==> src/rtl/mta_pkg.sv <==
// Shared parameters and types for the multi-tile accelerator slice.
// Latency: n/a (package only).
// Backpressure: n/a (package only).
package mta_pkg;
    localparam int DW    = 32;
    localparam int NW    = 2;
    localparam int NH    = 2;
    localparam int EPN   = 2;
    localparam int ITW   = 2;
    localparam int ITH   = 2;
    localparam int ITC   = 1;
    localparam int FRAME = ITW * ITH * ITC;
    localparam int FD    = 4;
    localparam int NT    = NW * NH;
    // inj_cnt wraps inside a frame; ej_cnt must be able to hold FRAME itself
    localparam int IW    = (FRAME > 1) ? $clog2(FRAME) : 1;
    localparam int CW    = $clog2(FRAME + 1);

    typedef logic [DW-1:0] word_t;

    // Index of the last word in a frame owned by tile t, or -1 if it owns none.
    function automatic int tile_last(input int t);
        int r;
        r = -1;
        for (int k = 0; k < FRAME; k++) begin
            if ((k % NT) == t) r = k;
        end
        return r;
    endfunction
endpackage

==> src/rtl/mta_if.sv <==
// Injection/ejection handshake bundle between the stream source/sinks and mta_system.
// Latency: n/a (wires only).
// Backpressure: ready_o_inject throttles injection; ready_i_eject throttles each ejection port.
// Ports: master = stream side (drives inject, sinks eject); slave = mta_system.
interface mta_if;
    import mta_pkg::*;

    word_t                    data_i_inject;
    logic                     valid_i_inject;
    logic                     ready_o_inject;
    logic [EPN-1:0][DW-1:0]   data_o_eject;
    logic [EPN-1:0]           valid_o_eject;
    logic [EPN-1:0]           ready_i_eject;

    modport master (
        output data_i_inject, valid_i_inject, ready_i_eject,
        input  ready_o_inject, data_o_eject, valid_o_eject
    );

    modport slave (
        input  data_i_inject, valid_i_inject, ready_i_eject,
        output ready_o_inject, data_o_eject, valid_o_eject
    );
endinterface

==> src/rtl/mta_eject_fifo.sv <==
// Synchronous FIFO for one ejection port, FD entries of DW bits.
// Latency: word pushed at edge n is at head_dat after edge n (no bypass).
// Backpressure: push ignored when full, pop ignored when empty; caller gates on full/empty.
// Ports: clk_pc/rstn_nw clock+async reset; push_vld/push_dat write; pop_rdy read; head_dat/full/empty status.
module mta_eject_fifo #(
    parameter int DW = 32,
    parameter int FD = 4
) (
    input  logic          clk_pc,
    input  logic          rstn_nw,
    input  logic          push_vld,
    input  logic [DW-1:0] push_dat,
    input  logic          pop_rdy,
    output logic [DW-1:0] head_dat,
    output logic          full,
    output logic          empty
);
    localparam int AW = $clog2(FD);

    // Pointers carry one extra wrap bit so full and empty are distinguishable.
    logic [AW:0]   wr_ptr_q, wr_ptr_d;
    logic [AW:0]   rd_ptr_q, rd_ptr_d;
    logic [DW-1:0] mem_q [FD];
    logic [DW-1:0] mem_d [FD];

    assign empty    = (wr_ptr_q == rd_ptr_q);
    assign full     = (wr_ptr_q[AW] != rd_ptr_q[AW]) &&
                      (wr_ptr_q[AW-1:0] == rd_ptr_q[AW-1:0]);
    assign head_dat = mem_q[rd_ptr_q[AW-1:0]];

    always_comb begin
        mem_d    = mem_q;
        wr_ptr_d = wr_ptr_q;
        rd_ptr_d = rd_ptr_q;
        if (push_vld && !full) begin
            mem_d[wr_ptr_q[AW-1:0]] = push_dat;
            wr_ptr_d = wr_ptr_q + (AW+1)'(1);
        end
        if (pop_rdy && !empty) begin
            rd_ptr_d = rd_ptr_q + (AW+1)'(1);
        end
    end

    always_ff @(posedge clk_pc or negedge rstn_nw) begin
        if (!rstn_nw) begin
            wr_ptr_q <= '0;
            rd_ptr_q <= '0;
            for (int i = 0; i < FD; i++) mem_q[i] <= '0;
        end else begin
            wr_ptr_q <= wr_ptr_d;
            rd_ptr_q <= rd_ptr_d;
            mem_q    <= mem_d;
        end
    end
endmodule

==> src/rtl/mta_system.sv <==
// Multi-tile accelerator top: ReLU on injected fp32 words, broadcast to EPN ejection FIFOs, per-tile done flags.
// Latency: word accepted at edge n is valid on every ejection port after edge n.
// Backpressure: ready_o_inject low while any port FIFO is full; each port drains independently.
// Ports: clk_pc/rstn_nw clock+async reset; other clk/rstn reserved; io = slave stream bundle; tile_done[x][y] sticky completion.
module mta_system import mta_pkg::*; (
    input  logic                   clk_pc,
    input  logic                   rstn_nw,
    input  logic                   clk_nw,
    input  logic                   clk_bw,
    input  logic                   clk_br,
    input  logic                   rstn_bw,
    input  logic                   rstn_br,
    input  logic                   rstn_pc,
    mta_if.slave                   io,
    output logic [NW-1:0][NH-1:0]  tile_done
);
    logic                   unused_ok;
    assign unused_ok = &{1'b0, clk_nw, clk_bw, clk_br, rstn_bw, rstn_br, rstn_pc};

    // run_q holds injection off until the first edge after reset release.
    logic                   run_q, run_d;
    logic [IW-1:0]          inj_cnt_q, inj_cnt_d;
    logic [EPN-1:0][CW-1:0] ej_cnt_q, ej_cnt_d;
    logic [NW-1:0][NH-1:0]  tile_done_q, tile_done_d;

    logic [EPN-1:0]         fifo_full;
    logic [EPN-1:0]         fifo_empty;
    logic [EPN-1:0]         pop;
    logic [EPN-1:0][DW-1:0] head_dat;
    word_t                  relu_dat;
    logic                   accept;
    logic [CW-1:0]          min_ej;

    // Negative inputs (including -0.0 and negative NaNs) clamp to +0.0.
    assign relu_dat          = io.data_i_inject[DW-1] ? '0 : io.data_i_inject;
    assign io.ready_o_inject = run_q & ~(|fifo_full);
    assign accept            = io.valid_i_inject & io.ready_o_inject;
    assign pop               = ~fifo_empty & io.ready_i_eject;
    assign io.valid_o_eject  = ~fifo_empty;
    assign io.data_o_eject   = head_dat;
    assign tile_done         = tile_done_q;

    for (genvar p = 0; p < EPN; p++) begin : g_port
        mta_eject_fifo #(.DW(DW), .FD(FD)) u_fifo (
            .clk_pc   (clk_pc),
            .rstn_nw  (rstn_nw),
            .push_vld (accept),
            .push_dat (relu_dat),
            .pop_rdy  (pop[p]),
            .head_dat (head_dat[p]),
            .full     (fifo_full[p]),
            .empty    (fifo_empty[p])
        );
    end

    always_comb begin
        run_d       = 1'b1;
        inj_cnt_d   = inj_cnt_q;
        ej_cnt_d    = ej_cnt_q;
        tile_done_d = tile_done_q;
        min_ej      = ej_cnt_q[0];

        if (accept) begin
            inj_cnt_d = (inj_cnt_q == IW'(FRAME - 1)) ? '0 : inj_cnt_q + IW'(1);
        end

        for (int p = 0; p < EPN; p++) begin
            if (pop[p] && (ej_cnt_q[p] != CW'(FRAME))) begin
                ej_cnt_d[p] = ej_cnt_q[p] + CW'(1);
            end
            if (ej_cnt_q[p] < min_ej) min_ej = ej_cnt_q[p];
        end

        // A tile is done once its last word has left every port.
        for (int x = 0; x < NW; x++) begin
            for (int y = 0; y < NH; y++) begin
                if ((x * NH + y) >= FRAME) begin
                    tile_done_d[x][y] = 1'b1;
                end else if (min_ej > CW'(tile_last(x * NH + y))) begin
                    tile_done_d[x][y] = 1'b1;
                end
            end
        end
    end

    always_ff @(posedge clk_pc or negedge rstn_nw) begin
        if (!rstn_nw) begin
            run_q       <= 1'b0;
            inj_cnt_q   <= '0;
            ej_cnt_q    <= '0;
            tile_done_q <= '0;
        end else begin
            run_q       <= run_d;
            inj_cnt_q   <= inj_cnt_d;
            ej_cnt_q    <= ej_cnt_d;
            tile_done_q <= tile_done_d;
        end
    end
endmodule

==> src/flat_wrapper.sv <==
// flat-port wrapper written by rule: the top's interface ports become plain ports
module mta_system_flat import mta_pkg::*;
  (clk_pc, rstn_nw, clk_nw, clk_bw, clk_br, rstn_bw, rstn_br, rstn_pc, tile_done, io_data_i_inject, io_valid_i_inject, io_ready_i_eject, io_ready_o_inject, io_data_o_eject, io_valid_o_eject);
  mta_if io_i ();
  input  logic clk_pc;
  input  logic rstn_nw;
  input  logic clk_nw;
  input  logic clk_bw;
  input  logic clk_br;
  input  logic rstn_bw;
  input  logic rstn_br;
  input  logic rstn_pc;
  output logic [NW-1:0][NH-1:0] tile_done;
  input wire logic [$bits(io_i.data_i_inject)-1:0] io_data_i_inject;
  input wire logic [$bits(io_i.valid_i_inject)-1:0] io_valid_i_inject;
  input wire logic [$bits(io_i.ready_i_eject)-1:0] io_ready_i_eject;
  output wire logic [$bits(io_i.ready_o_inject)-1:0] io_ready_o_inject;
  output wire logic [$bits(io_i.data_o_eject)-1:0] io_data_o_eject;
  output wire logic [$bits(io_i.valid_o_eject)-1:0] io_valid_o_eject;
  assign io_i.data_i_inject = io_data_i_inject;
  assign io_i.valid_i_inject = io_valid_i_inject;
  assign io_i.ready_i_eject = io_ready_i_eject;
  assign io_ready_o_inject = io_i.ready_o_inject;
  assign io_data_o_eject = io_i.data_o_eject;
  assign io_valid_o_eject = io_i.valid_o_eject;
  mta_system u_core (.clk_pc(clk_pc), .rstn_nw(rstn_nw), .clk_nw(clk_nw), .clk_bw(clk_bw), .clk_br(clk_br), .rstn_bw(rstn_bw), .rstn_br(rstn_br), .rstn_pc(rstn_pc), .io(io_i), .tile_done(tile_done));
endmodule
==> config.mk <==
export PLATFORM = sky130hd
export DESIGN_NAME = mta_system_flat
export DESIGN_NICKNAME = d
export VERILOG_FILES = /design/src/rtl/mta_pkg.sv /design/src/rtl/mta_if.sv /design/src/rtl/mta_eject_fifo.sv /design/src/rtl/mta_system.sv /design/src/flat_wrapper.sv
export SDC_FILE = /design/constraint.sdc
export NUM_CORES = 1
export LEC_CHECK = 0
export ABC_AREA = 1
export CAP_MARGIN = 10
export CORE_MARGIN = 3
export CORE_UTILIZATION = 40
export DETAILED_ROUTE_END_ITERATION = 6
export SYNTH_ARGS = -nofsm -noshare
export SYNTH_HDL_FRONTEND = slang
export SYNTH_SLANG_ARGS = --single-unit
==> constraint.sdc <==
create_clock -name clk_pc -period 2.1 [get_ports clk_pc]
set_input_delay 0.315 -clock clk_pc [delete_from_list [all_inputs] [get_ports clk_pc]]
set_output_delay 0.315 -clock clk_pc [all_outputs]
set_load 0.02 [all_outputs]
==> results of run 1 <==
==> kinds of logic after synthesis <==
kind of cell / after synthesis / synth area share (%)
and+or+nand+nor: 966 / 32.0
DFF: 271 / 50.7
buffers and inverters: 200 / 6.95
AOI/OAI and AO/OA: 198 / 8.00
adders and majority gates: 16 / 1.50
xor gates and xnor gates: 13 / 0.851
other: 2 / 0.0561
==> worst min-delay path by stage <==
stage                      startpoint                                        endpoint  slack (ps)
floorplan                     rstn_nw                  u_core.ej_cnt_q[0]$_DFFE_PN0P_          20
global placement              rstn_nw   u_core.g_port[1].u_fifo.mem_q[28]$_DFFE_PN0P_         290
detailed placement            rstn_nw   u_core.g_port[1].u_fifo.mem_q[60]$_DFFE_PN0P_         300
CTS                 io_valid_i_inject   u_core.g_port[1].u_fifo.mem_q[24]$_DFFE_PN0P_         120
global route        io_valid_i_inject   u_core.g_port[1].u_fifo.mem_q[24]$_DFFE_PN0P_         160
finish              io_valid_i_inject  u_core.g_port[1].u_fifo.mem_q[120]$_DFFE_PN0P_         170
==> where the power goes <==
part           internal (uW)  total, uW  leakage, uW  switching (uW)
Clock                   3310       5480     0.000519            2170
Combinational           7550      17800      0.00478           10300
Sequential              7400       8860      0.00353            1460
Total                  18300      32200      0.00883           13900
==> registers in the layout, summed over array words and instances, names as in the netlist <==
signal                         cells
u_core.tile_done                   4
u_core.g_port.u_fifo.rd_ptr_q      6
u_core.g_port.u_fifo.mem_q       248
u_core.ej_cnt_q                    6
u_core.g_port.u_fifo.wr_ptr_q      6
u_core.run_q                       1
==> placed cells by master (no fill, tap or decap), types with 11 or more instances in the layout <==
master and instances:
sky130_fd_sc_hd__buf_4 82, sky130_fd_sc_hd__o21ai_0 36, sky130_fd_sc_hd__o21ai_1 52, sky130_fd_sc_hd__nor2_1 139
sky130_fd_sc_hd__buf_8 11, sky130_fd_sc_hd__clkbuf_8 11, sky130_fd_sc_hd__clkdlybuf4s50_1 38, sky130_fd_sc_hd__ha_1 16
sky130_fd_sc_hd__o22ai_2 36, sky130_fd_sc_hd__o22ai_1 25, sky130_fd_sc_hd__o21ai_2 36, sky130_fd_sc_hd__inv_1 45
sky130_fd_sc_hd__buf_12 34, sky130_fd_sc_hd__nand2_1 531, sky130_fd_sc_hd__clkbuf_16 41, sky130_fd_sc_hd__buf_6 47
sky130_fd_sc_hd__nor2_2 22, sky130_fd_sc_hd__nand4_1 250, sky130_fd_sc_hd__dfrtp_1 267
==> area by class of cell <==
type                    count  area [um2]  area share [%]
flip-flops and latches    271        6790            38.2
multi-input cells        1196        6330            35.7
repair buffers            233        2840            16.0
clock buffers              47         946            5.33
well taps                 442         553            3.12
inverters                  49         199            1.12
clock inverters             8        90.1           0.508
==> metal layers <==
metal  routed length (um)  vias up  part of all wire [%]
met5                    0        -                     0
met4                  852        0                   1.9
met3                 2790       63                   6.1
met2                22200      454                    49
met1                19800     6369                    43
li1                     -     5904                     -
==> through the flow <==
stage	hold WS (ps)	setup TNS, ps	utilization [%]	instances
after floorplan	19.4	0	-	1667
after global placement	295	-2.17	46.6	2155
after detailed placement	298	-32.9	46.6	2155
after CTS	120	-1600	50.8	2227
after global routing	163	-3370	54.1	2246
final	167	-716	54.1	2246
==> worst max-delay path, cell delays in order (launching register included) <==
cell,delay (ps)
sky130_fd_sc_hd__dfrtp_2,450
sky130_fd_sc_hd__buf_8,160
sky130_fd_sc_hd__buf_12,140
sky130_fd_sc_hd__buf_12,140
sky130_fd_sc_hd__o21ai_2,130
sky130_fd_sc_hd__o22ai_2,120
sky130_fd_sc_hd__buf_6,140
==> timing repair <==
action	in CTS	in global routing
gates resized for setup	432	226
hold endpoints to repair	52	0
cloned	7	11
hold buffers	1	0
setup buffers	9	12
pin swaps	27	31
setup endpoints to repair	83	267
==> metrics.md, run 1 <==
| Metric | Value |
|---|---|
| Crit path from | u_core.g_port[1].u_fifo.rd_ptr_q[0]$_DFFE_PN0P_ |
| Post-synthesis cell type count | 23 |
| HPWL after DPL | 25.6 mm |
| Clock slew seen by the registers of the worst setup and hold paths | 60 ps |
| DRT antenna net count | 0 |
| Number of failing setup endpoints in the final timing report | 25 |
| Number of hold violations in the final report | 0 |
| Largest net degree at the start of global routing | 74 |
| DRC marker count from the first detailed-route iteration | 1191 |
| Largest fanout on the critical path | 7 |
| Dominant synthesized flop cell | sky130_fd_sc_hd__dfrtp_1 |
| Syn avg cell area | 8.04 um2 |
| Worst endpoint data arrival time | 1850 ps |
| Post-detailed-routing wire length | 45.6 mm |
| Wire length of the first global-routing pass | 69.2 mm |
| Ranking of synthesized cells by instance count | sky130_fd_sc_hd__nand2_1, sky130_fd_sc_hd__dfrtp_1, sky130_fd_sc_hd__nand4_1, sky130_fd_sc_hd__nor2_1, sky130_fd_sc_hd__o21ai_0 |
| Result of the run | complete, but fails checks |
| Gpl congestion | 0.791 |
| Proportion of synthesized flip-flops having asynchronous set or reset | 100% |
| Number of flops mapped to enable cells by yosys | 0 |
| Critical path data required time | 1780 ps |
| Sort of element at the end of the critical path | output pin |
| RR Endpoint | u_core.g_port[1].u_fifo.mem_q[81]$_DFFE_PN0P_ |
| Met1 capacity usage during global routing | 34.3% |
| R2r startpoint | u_core.g_port[0].u_fifo.rd_ptr_q[1]$_DFFE_PN0P_ |
| Fraction of layout cells with a size suffix above 1 | 20.6% |
| Most used standard cell by instance count after synthesis | sky130_fd_sc_hd__nand2_1 |
| Worst-case setup margin in the final layout | -68.7 ps |
| Vias in the first global route | 12200 |
| Starting density of the core | 40.8% |
| F_max | 0.461 GHz |
| Floorplan Core Area | 32800 um2 |
| Cell count after synthesis | 1666 |
| Power per cell area | 1810 nW/um2 |
| Row count | 66 |
| Global-route total usage across every layer | 24.0% |
| Number of register bits inferred by synthesis | 271 |
| Synthesized area | 13400 um2 |
| Worst min path class | input port to flip-flop |
| DR pass1 iterations | 5 |
| GR Layer Usage met3 | 2.39% |
| Register-to-register setup slack | 70 ps |
| Library cell occupying the most area in the post-synthesis netlist | sky130_fd_sc_hd__dfrtp_1 |
| TritonCTS clock tree | built |
| Routed via count | 12800 |
| Drt via density | 5.69 |
| Number of max-slew violations in the final report | 0 |
| Post-synthesis to final-layout area growth | 32.5% |
| Post-place setup slack | -19.0 ps |
| Congestion Overflow GR | 0 |
| Worst supply voltage drop on vdd | 1.05 mV |
| Antenna violations before repair | 0 |
| Unrepaired setup endpoints after global routing | true |
| Sequential element share of the synthesized area | 50.7% |
| Synth top area share | 50.7% |
| Critical Setup Path Class | flip-flop to output pin |
| # diodes | 0 |
| CTS H-Tree Depth | 1 |
| Die boundary height | 189 um |
| Number of maximum-capacitance violations | 0 |
| Final critical delay including setup and external delays | 2170 ps |
| Yosys warns | 0 |
| Die Footprint | 35700 um2 |
| Cell count of the worst hold path | 3 |
| Clk Latency, worst-skew pair | 560 ps |
| Share of the clock period used by the worst path after layout | 103% |
| Cts bufs inserted | 30 |
| Transition time at the pin with the least slew margin | 979 ps |
| Grt peak-use layer | met2 |
| Routed wire per std cell | 20.3 um |
| Overall die width | 189 um |
| Total of fill cells in the finished design | 3039 |
| End of the critical path | io_data_o_eject[52] |
| # clock sinks | 271 |
| Worst clock skew | 11.1 ps |
| Leakage power total | 0.00883 uW |
| Number of port buffers | 105 |
| Top-Level Pins | 114 |
| DRC violation count after routing | 0 |
| Violated checks | setup timing |
| Worst slew margin relative to its limit | 34.5% |
| Launching element type of the critical path | flip-flop |
| Number of buffers on the longest clock path | 3 |
| Routing usage on met2 | 39.8% |
| Final non-filler cell area | 17700 um2 |
| R2R cell count | 12 |
| Overall Power | 32200 uW |
| Leading post-synthesis cells by cell area | sky130_fd_sc_hd__dfrtp_1, sky130_fd_sc_hd__nand2_1, sky130_fd_sc_hd__nand4_1, sky130_fd_sc_hd__o21ai_0, sky130_fd_sc_hd__nor2_1 |
| Total number of nets in the final design | 1840 |
| Area after DPL | 15300 um2 |
| Clock root buffer | sky130_fd_sc_hd__clkbuf_16 |
Power figures use the tool's default switching activity.
==> run 2: changes to the inputs <==
- SLEW_MARGIN: default -> 40
==> metrics.md, run 2 (synthesis results as in run 1) <==
| Metric | Value |
|---|---|
| Post-synthesis to final-layout area growth | 33.3% |
| Worst min path class | input port to flip-flop |
| Worst slew margin relative to its limit | 41.1% |
| Final std cells w/o fill | 2256 |
| Congestion Overflow GR | 0 |
| Critical Setup Path Class | flip-flop to output pin |
| HP Start | io_valid_i_inject |
| Clock root buffer | sky130_fd_sc_hd__clkbuf_16 |
| Worst endpoint data arrival time | 1880 ps |
| Leakage power total | 0.00888 uW |
| Number of failing setup endpoints in the final timing report | 49 |
| Worst clock skew | 11.7 ps |
| R2r startpoint | u_core.g_port[0].u_fifo.rd_ptr_q[0]$_DFFE_PN0P_ |
| Largest net degree at the start of global routing | 74 |
| Cts bufs inserted | 31 |
| Drt via density | 5.71 |
| Top-Level Pins | 114 |
| Unrepaired setup endpoints after global routing | true |
| TritonCTS clock tree | built |
| Critical path data required time | 1780 ps |
| Result of the run | complete, but fails checks |
| Sort of element at the end of the critical path | output pin |
| Total of fill cells in the finished design | 2978 |
| F_max | 0.455 GHz |
| Vias in the first global route | 12300 |
| Cell total after placement | 2155 |
| Area after DPL | 15300 um2 |
| R2R cell count | 11 |
| DRT antenna net count | 0 |
| Clock slew seen by the registers of the worst setup and hold paths | 60 ps |
| Fraction of layout cells with a size suffix above 1 | 20.5% |
| DRC violation count after routing | 0 |
| Routed wire per std cell | 20.6 um |
| Commonest cells after routing, fill and taps aside | sky130_fd_sc_hd__nand2_1, sky130_fd_sc_hd__dfrtp_1, sky130_fd_sc_hd__nand4_1 |
| Leading cell type in the layout, fill and taps excluded | sky130_fd_sc_hd__nand2_1 |
| Largest register by flop count | u_core.g_port.u_fifo.mem_q |
| Antenna violations before repair | 0 |
| HPWL after DPL | 25.6 mm |
| GR Layer Usage met3 | 2.63% |
| Starting density of the core | 40.8% |
| Largest fanout on the critical path | 11 |
| Number of maximum-capacitance violations | 0 |
| Flip-flop count of the largest register after layout | 248 |
| Worst supply voltage drop on vdd | 0.931 mV |
| # clock sinks | 271 |
| CTS H-Tree Depth | 1 |
| Number of buffers on the longest clock path | 3 |
| Launching element type of the critical path | flip-flop |
| Met1 capacity usage during global routing | 34.0% |
| Number of hold violations in the final report | 0 |
| Overall die width | 189 um |
| Post-detailed-routing wire length | 46.6 mm |
| Number of port buffers | 105 |
| Violated checks | setup timing |
| Wire length of the first global-routing pass | 68.7 mm |
| Routing usage on met2 | 38.8% |
| Overall Power | 32300 uW |
| Total number of nets in the final design | 1849 |
| Register-to-register setup slack | 0 ps |
| Power per cell area | 1810 nW/um2 |
| # diodes | 0 |
| Transition time at the pin with the least slew margin | 881 ps |
| Setup TNS | -1680 ps |
| End of the critical path | io_data_o_eject[26] |
| Worst-case setup margin in the final layout | -100 ps |
| Number of max-slew violations in the final report | 0 |
| Grt peak-use layer | met2 |
| Share of the clock period used by the worst path after layout | 105% |
| DR pass1 iterations | 5 |
| Final critical delay including setup and external delays | 2200 ps |
| Final non-filler cell area | 17800 um2 |
| Crit path from | u_core.g_port[0].u_fifo.rd_ptr_q[0]$_DFFE_PN0P_ |
| Global-route total usage across every layer | 23.7% |
| DRC marker count from the first detailed-route iteration | 1139 |
| Die boundary height | 189 um |
| RR Endpoint | u_core.g_port[1].u_fifo.mem_q[117]$_DFFE_PN0P_ |
| Floorplan Core Area | 32800 um2 |
| Gpl congestion | 0.791 |
| Die Footprint | 35700 um2 |
| Clk Latency, worst-skew pair | 560 ps |
| Routed via count | 12900 |
| Row count | 66 |
==> run 2: how the worst min path moves through the flow <==
| stage | endpoint | cells after the start |
|---|---|---|
| 3_5_place_dp | u_core.g_port[1].u_fifo.mem_q[60]$_DFFE_PN0P_ | 1 |
| 2_1_floorplan | u_core.ej_cnt_q[0]$_DFFE_PN0P_ | 0 |
| 3_3_place_gp | u_core.g_port[1].u_fifo.mem_q[28]$_DFFE_PN0P_ | 1 |
| 5_1_grt | u_core.g_port[1].u_fifo.mem_q[24]$_DFFE_PN0P_ | 3 |
| 6_report | u_core.g_port[1].u_fifo.mem_q[122]$_DFFE_PN0P_ | 3 |
| 4_1_cts | u_core.g_port[1].u_fifo.mem_q[24]$_DFFE_PN0P_ | 3 |
==> run 2: timing repair <==
action                                  4_1_cts  5_1_grt
hold endpoints to repair                     52        0
endpoints found under the setup margin      107      312
pin swaps                                    13       35
gates resized for setup                     377      238
hold buffers                                  1        0
setup buffers                                 4       15
cloned                                        5       22
==> run 2: worst max-delay path, cell delays in order (launching register included) <==
cell and delay, ps:
sky130_fd_sc_hd__dfrtp_2 490, sky130_fd_sc_hd__buf_12 190, sky130_fd_sc_hd__buf_6 140, sky130_fd_sc_hd__o21ai_0 220, sky130_fd_sc_hd__o22ai_2 130, sky130_fd_sc_hd__buf_4 170
==> run 2: power by group <==
| group | switching (uW) | internal [uW] |
|---|---|---|
| clock | 2280 | 3170 |
| sequential | 1440 | 7390 |
| combinational | 10300 | 7650 |
==> run 2: metal layers <==
metal  routed length, um  share of wire (%)  vias up
met2               22400                 48      490
met5                   0                  0        -
met4                 860                1.8        0
met1               20400                 44     6399
met3                2870                6.2       57
li1                    -                  -     5935
==> run 2: final cells by class <==
class | count | area, um2 | area share [%]
Clock buffer | 34 | 817 | 4.58
Timing Repair Buffer | 241 | 3000 | 16.8
Tap cell | 442 | 553 | 3.10
Multi-Input combinational cell | 1196 | 6270 | 35.1
Clock inverter | 23 | 209 | 1.17
Sequential cell | 271 | 6790 | 38.0
Inverter | 49 | 204 | 1.14
==> run 2: metrics by stage <==
step | utilization (%) | hold slack (ps) | worst slack (ps)
after floorplan | - | 19.4 | 412
after CTS | 50.2 | 120 | -156
after global routing | 54.4 | 167 | -124
final | 54.4 | 172 | -100
after detailed placement | 46.6 | 296 | -26.8
after global placement | 46.6 | 295 | -2.17
